**src/rtl/dmem_access_unit.sv**
```systemverilog
// dmem_access_unit: memory-stage sequencer driving a byte-enabled synchronous data RAM.
// Loads stall the pipeline for the RAM read latency and return the full word.
// Stores issue in a single cycle with no stall.
// Ports:
//   clk, rst (async, active-high)
//   mem_r, mem_w       load / store request from the MEM stage
//   Addr_in            byte address
//   wea_mem            byte write enables
//   Data_write_to_dm   store data
//   Data_read_from_dm  captured RAM word
//   stall              freeze request to the pipeline
//   ram_en, ram_we, ram_addr, ram_din, ram_dout   RAM port
//   addr_fault         sticky out-of-range flag
//   stall_cycles       saturating count of stalled cycles
module dmem_access_unit #(
  parameter int ADDR_W = 10,
  parameter int READ_LAT = 1
) (
  input  logic              clk,
  input  logic              rst,
  input  logic              mem_r,
  input  logic              mem_w,
  input  logic [31:0]       Addr_in,
  input  logic [3:0]        wea_mem,
  input  logic [31:0]       Data_write_to_dm,
  output logic [31:0]       Data_read_from_dm,
  output logic              stall,
  output logic              ram_en,
  output logic [3:0]        ram_we,
  output logic [ADDR_W-1:0] ram_addr,
  output logic [31:0]       ram_din,
  input  logic [31:0]       ram_dout,
  output logic              addr_fault,
  output logic [31:0]       stall_cycles
);
  typedef enum logic [1:0] {IDLE, WAIT, DONE} state_t;
  state_t state;
  logic [1:0] cnt;
  logic [31:0] rdata;
  logic in_range, idle, st, ld, unused_addr;
  assign in_range = Addr_in[31:ADDR_W+2] == '0;
  assign idle = ~rst & (state == IDLE);
  // a simultaneous load and store request is handled as a store
  assign st = idle & mem_w;
  assign ld = idle & mem_r & ~mem_w;
  assign ram_en = (st | ld) & in_range;
  assign ram_we = (st & in_range) ? wea_mem : 4'b0;
  assign ram_din = Data_write_to_dm;
  assign ram_addr = Addr_in[ADDR_W+1:2];
  assign stall = ~rst & ((state == WAIT) | ld);
  assign Data_read_from_dm = rdata;
  assign unused_addr = ^Addr_in[1:0];
  always_ff @(posedge clk or posedge rst)
    if (rst) begin
      state <= IDLE;
      cnt <= 2'd0;
      rdata <= '0;
      addr_fault <= 1'b0;
      stall_cycles <= '0;
    end else begin
      if (stall && stall_cycles != '1) stall_cycles <= stall_cycles + 32'd1;
      if ((st | ld) && !in_range) addr_fault <= 1'b1;
      case (state)
        IDLE:
          if (ld) begin
            if (in_range) begin
              cnt <= 2'(READ_LAT - 1);
              state <= WAIT;
            end else begin
              rdata <= '0;
              state <= DONE;
            end
          end
        WAIT:
          if (cnt == 2'd0) begin
            rdata <= ram_dout;
            state <= DONE;
          end else cnt <= cnt - 2'd1;
        default: state <= IDLE;
      endcase
    end
endmodule
```
**config.mk**
```make
export PLATFORM = sky130hd
export DESIGN_NAME = dmem_access_unit
export DESIGN_NICKNAME = d
export VERILOG_FILES = /design/src/rtl/dmem_access_unit.sv
export SDC_FILE = /design/constraint.sdc
export NUM_CORES = 1
export LEC_CHECK = 0
export ABC_AREA = 1
export ABC_CLOCK_PERIOD_IN_PS = 3250
export CORE_MARGIN = 10
export CORE_UTILIZATION = 36
export DETAILED_ROUTE_END_ITERATION = 12
export MAX_ROUTING_LAYER = met4
export PLACE_DENSITY_LB_ADDON = 0.1
export REMOVE_ABC_BUFFERS = 1
export SLEW_MARGIN = 0
export SYNTH_ARGS = -nofsm -noshare
export SYNTH_HDL_FRONTEND = slang
export SYNTH_SLANG_ARGS = --single-unit
```
**constraint.sdc**
```tcl
create_clock -name clk -period 3.25 [get_ports clk]
set_input_delay 0.65 -clock clk [delete_from_list [all_inputs] [get_ports clk]]
set_output_delay 0.65 -clock clk [all_outputs]
set_load 0.02 [all_outputs]
```
[Yosys cells after proc, flatten, opt, wreduce, memory -nomap -nowiden]
Index checks and enable logic that the tools add are counted.
Storage, ports and cells
  bits of input ports: 104
  register bits after elaboration: 69
  output and inout bits: 113
  logic and storage cells: 48
Cells by class
  equal/unequal tests: 7
  mux-type cells: 13
  bitwise gates (word level): 11
  $add $sub $neg: 2
  reduce and logical (&&, ||, !) cells: 10
Operators with widths (number)
  32-bit two-way mux: 3
  32-bit case mux with 2 select lines: 1
  32-bit by 1-bit adder with 32-bit output, second input constant: 1
  32-bit != test, second input constant: 1
  20-bit logical NOT: 1
  2-bit two-way mux: 6
  2-bit != test, second input constant: 4
  2-bit case mux with 2 select lines: 2
  4-bit AND reduction: 2
  1-bit AND: 7
  2-bit logical NOT: 2
  4-bit two-way mux: 1
  2-bit by 1-bit == test with 1-bit output, second input constant: 1
  1-bit logical AND: 2
  2-bit by 1-bit != test with 1-bit output, second input constant: 1
  1-bit inverter: 2
  1-bit OR: 2
  2-bit AND reduction: 1
  2-bit nonzero test: 1
  2-bit by 1-bit subtractor with 2-bit output, second input constant: 1
  1-bit logical NOT: 1

[Depth between registers and ports, before layout]
  word-level depth: 7
  mapped depth: 12
  depth with buffers taken out: 10

[Worst setup path after synthesis]
OpenSTA, ideal clock, no wires.
  path kind: in2out
  start: input port rst
  end: output port stall
  stages on the path: 3
  arrival: 2924 ps
  buffers on the path: 0
  required time: 2600 ps
  slack: -324 ps
  cell sequence: inv_1 nand4_1 a21oi_2
On the way
  cells in the longest elaborated chain, start to end: 6
Ends and longest elaborated chain
  start: declaration: RTL line 20  | input logic rst,
  1-bit inverter *: RTL line 42, 50
  1-bit AND: RTL line 42  | assign idle = ~rst & (state == IDLE);
  1-bit AND (2 in a row): RTL line 45  | assign ld = idle & mem_r & ~mem_w;
  1-bit OR: RTL line 50  | assign stall = ~rst & ((state == WAIT) | ld);
  1-bit AND *: RTL line 50
  end: declaration: RTL line 27  | output logic stall,
Every way passes the cells marked *; elsewhere a longest branch is shown, timed or not.

[Final worst setup path]
  start: input port Addr_in[27]
  end: output port ram_en
On the way
  cells in the longest elaborated chain, start to end: 2
Ends and longest elaborated chain
  start: declaration: RTL line 23  | input logic [31:0] Addr_in,
  20-bit logical NOT: RTL line 41  | assign in_range = Addr_in[31:ADDR_W+2] == '0;
  1-bit AND: RTL line 46  | assign ram_en = (st | ld) & in_range;
  end: declaration: RTL line 28  | output logic ram_en,
Every way passes these cells.

==> flow_summary.yaml <==
place:
  dpl.hpwl_mm: 10.4
  placed_cells: 818
  place.gp.congestion: 0.844
  placed_cell_area_sq_um: 5270
  io_buffers: 130
setup_path:
  critPathMaxFanout: 3
  cp.arrival_ns: 2.35
  cpMostUsedCell: "nor2_1"
  critical_path.top_delay_family: "buffers and inverters"
  cp-end-kind: "output pin"
  reg2reg_from: "stall_cycles[0]"
  rrSetupSlack_ns: 0.87
  required_ns: 2.60
  r2r_end: "stall_cycles[18]"
  path_cells: "clkdlybuf4s50_1, nor2_1, nand2_1, nor2_1, nand3_1, buf_4, nor2_1, clkdlybuf4s50_1"
  max_stage_delay_ns: 0.62
  worstSetupPathType: "input port to output pin"
  worst_r2r_path_depth: 10
  cp-start-kind: "input port"
  cp_num_buf_inv: 3
  cp_slowest_cell: "clkdlybuf4s50_1"
global_route:
  antenna_found_initial: 0
  met1_usage: 0.217
  overflow: 0
  grt_most_used_layer: "met2"
  grtUsageMet3: 0.0980
  grt_start_max_net_pins: 70
  grt_util_all_layers: 0.172
  grt_pass1_wl_mm: 21.5
  use_met2: 0.230
  first_global_vias: 3859
pwr:
  ir_worst_vdd_v: 0.000213
  p_sw_uw: 818
  seqPwrFrac: 0.387
  powerDensity_nw_per_um2: 450
  clock_power_share: 0.366
  combPwrFrac: 0.246
  switching_share: 0.327
  p_int_uw: 1680
  power_leakage_uw: 0.00268
finish:
  layout.nets: 792
  final_layout_size_suffix_gt1_frac: 0.0478
  mostFrequentLayoutCells: "274 x nand2_1, 126 x clkdlybuf4s50_1, 69 x dfrtp_1, 69 x nor2_1, 37 x inv_1"
  diodes: 0
  final-instance-count-excl-fill: 833
  final_common_cell: "nand2_1"
  area_delta_synth_final_pct: 33.5
  fin_area_sq_um: 5560
timing:
  finalSetupViolCount: 0
  drv_slew: 0
  slew_headroom: 0.289
  finalHoldViolations: 0
  fmax_ghz: 0.334
  worstMarginPinSlew_ns: 1.07
  fin_hold_ws_ns: 0.463
  skew_ns: 0.00969
  finalSetupTns_ns: 0
  grt_setup_unrepaired: "no"
  fin_crit_sh: 0.922
  min_period_ns: 3.00
clock_tree:
  cts_root_buf: "clkbuf_16"
  clk_latency_ns: 0.33
  ctsHoldBuffers: 0
  ctsResizeCount: 0
  cts.sinks: 69
  cts_tree: "built"
  post_cts_buffers: 0
  htree_levels: 3
  cts_made_buffers: 9
  cts_buffer_depth: 2
  path_clk_slew_ns: 0.05
detailed_routing:
  first_pass_iters: 5
  drc: 0
  via_per_inst: 4.74
  vias: 3947
  ant_nets: 0
  wl_per_cell_um: 16.7
  first_iter_violations: 180
  wirelength_mm: 13.9
logic_synthesis:
  syn-cell-area_sq_um: 4170
  ys_seq_elements: 69
  avgSynthCellArea_sq_um: 6.93
  yosysWarnings: 0
  postSynthCellCount: 601
  synth_cell_type_count: 25
  yosysSeqAreaShare: 0.415
floorplanning:
  num_rows: 39
  dieHeight_um: 128
  initial_core_util: 0.366
  die_w_um: 128
  die_area_sq_um: 16300
  core-area_sq_um: 11400
  ios: 217
min_path:
  whs_endpoint: "addr_fault"
  hold_depth: 1
  min_from: "addr_fault"
  min_path_type: "flop to flop"
status:
  status: "finished, final reports clean"
run:
  max_cap_viol_count: 0
## cell families (layout without fill, tap and decap cells)
logic type / after synthesis / after routing / share of synthesized area
xor gates and xnor gates: 13 / 13 / 0.0273
and+or+nand+nor: 408 / 408 / 0.406
DFF: 69 / 69 / 0.415
AOI/OAI and AO/OA: 9 / 9 / 0.0123
adders and majority gates: 2 / 2 / 0.00601
buffers and inverters: 100 / 189 / 0.134
## registers in the layout, summed over array words and instances, names as in the netlist
| register | flops |
|---|---|
| Data_read_from_dm | 32 |
| stall_cycles | 32 |
| cnt | 2 |
| state | 2 |
| addr_fault | 1 |
## worst max-delay path by stage
stage,endpoint,from,slack (ns),cells after the start
final,ram_en,Addr_in[27],0.25,8
after global routing,ram_en,Addr_in[19],0.07,8
after CTS,ram_we[3],Addr_in[27],0.11,8
after detailed placement,ram_we[3],Addr_in[27],0.11,8
after global placement,ram_we[0],Addr_in[27],0.15,8
after floorplan,stall_cycles[10],rst,-0.46,7
## stage by stage
stage	total power [uW]	setup WS, ns	utilization
CTS	2530	0.108	0.488
global placement	1600	0.153	0.464
detailed placement	1610	0.107	0.464
floorplan	1300	-0.456	-
global route	2650	0.0663	0.489
finish	2500	0.254	0.489
## worst reg2reg max path: cells and delay by family, from the launching register on
family,cells,cell delay [ns]
and+or+nand+nor,7,1.04
buffers and inverters,2,0.44
adders and majority gates,1,0.32
DFF,1,0.45
## cell usage after synthesis (all sizes together)
cell type | number | area, sq um
a21o | 1 | 7.51
a21oi | 2 | 13.8
and2 | 1 | 6.26
buf | 51 | 373
clkbuf | 10 | 37.5
dfrtp | 69 | 1730
ha | 2 | 25.0
inv | 39 | 146
nand2 | 278 | 1060
nand3 | 18 | 90.1
nand3b | 1 | 7.51
nand4 | 34 | 213
nor2 | 72 | 293
nor3 | 1 | 5.00
o21ai | 6 | 30.0
or2 | 3 | 18.8
xnor2 | 5 | 43.8
xor2 | 8 | 70.1
## power by group through the flow
stage | logic [uW] | registers (uW) | clock network, uW
2_1_floorplan | 283 | 1020 | 0
3_3_place_gp | 618 | 980 | 0
3_5_place_dp | 626 | 983 | 0
4_1_cts | 625 | 969 | 939
5_1_grt | 680 | 977 | 989
6_report | 616 | 969 | 916
## per-layer routing
layer  part of all wire  wire length (um)
met5                  0                 0
met4             0.0089               124
met3               0.12              1740
met2               0.42              5800
met1               0.45              6250
## cell type report
class	count	area [sq um]
Clock buffer	11	253
Clock inverter	4	23.8
Fill cell	1168	5810
Inverter	39	146
Multi-Input combinational cell	432	1880
Sequential cell	69	1730
Tap cell	143	179
Timing Repair Buffer	135	1350
Note: power is estimated with default switching activity, not from simulation.
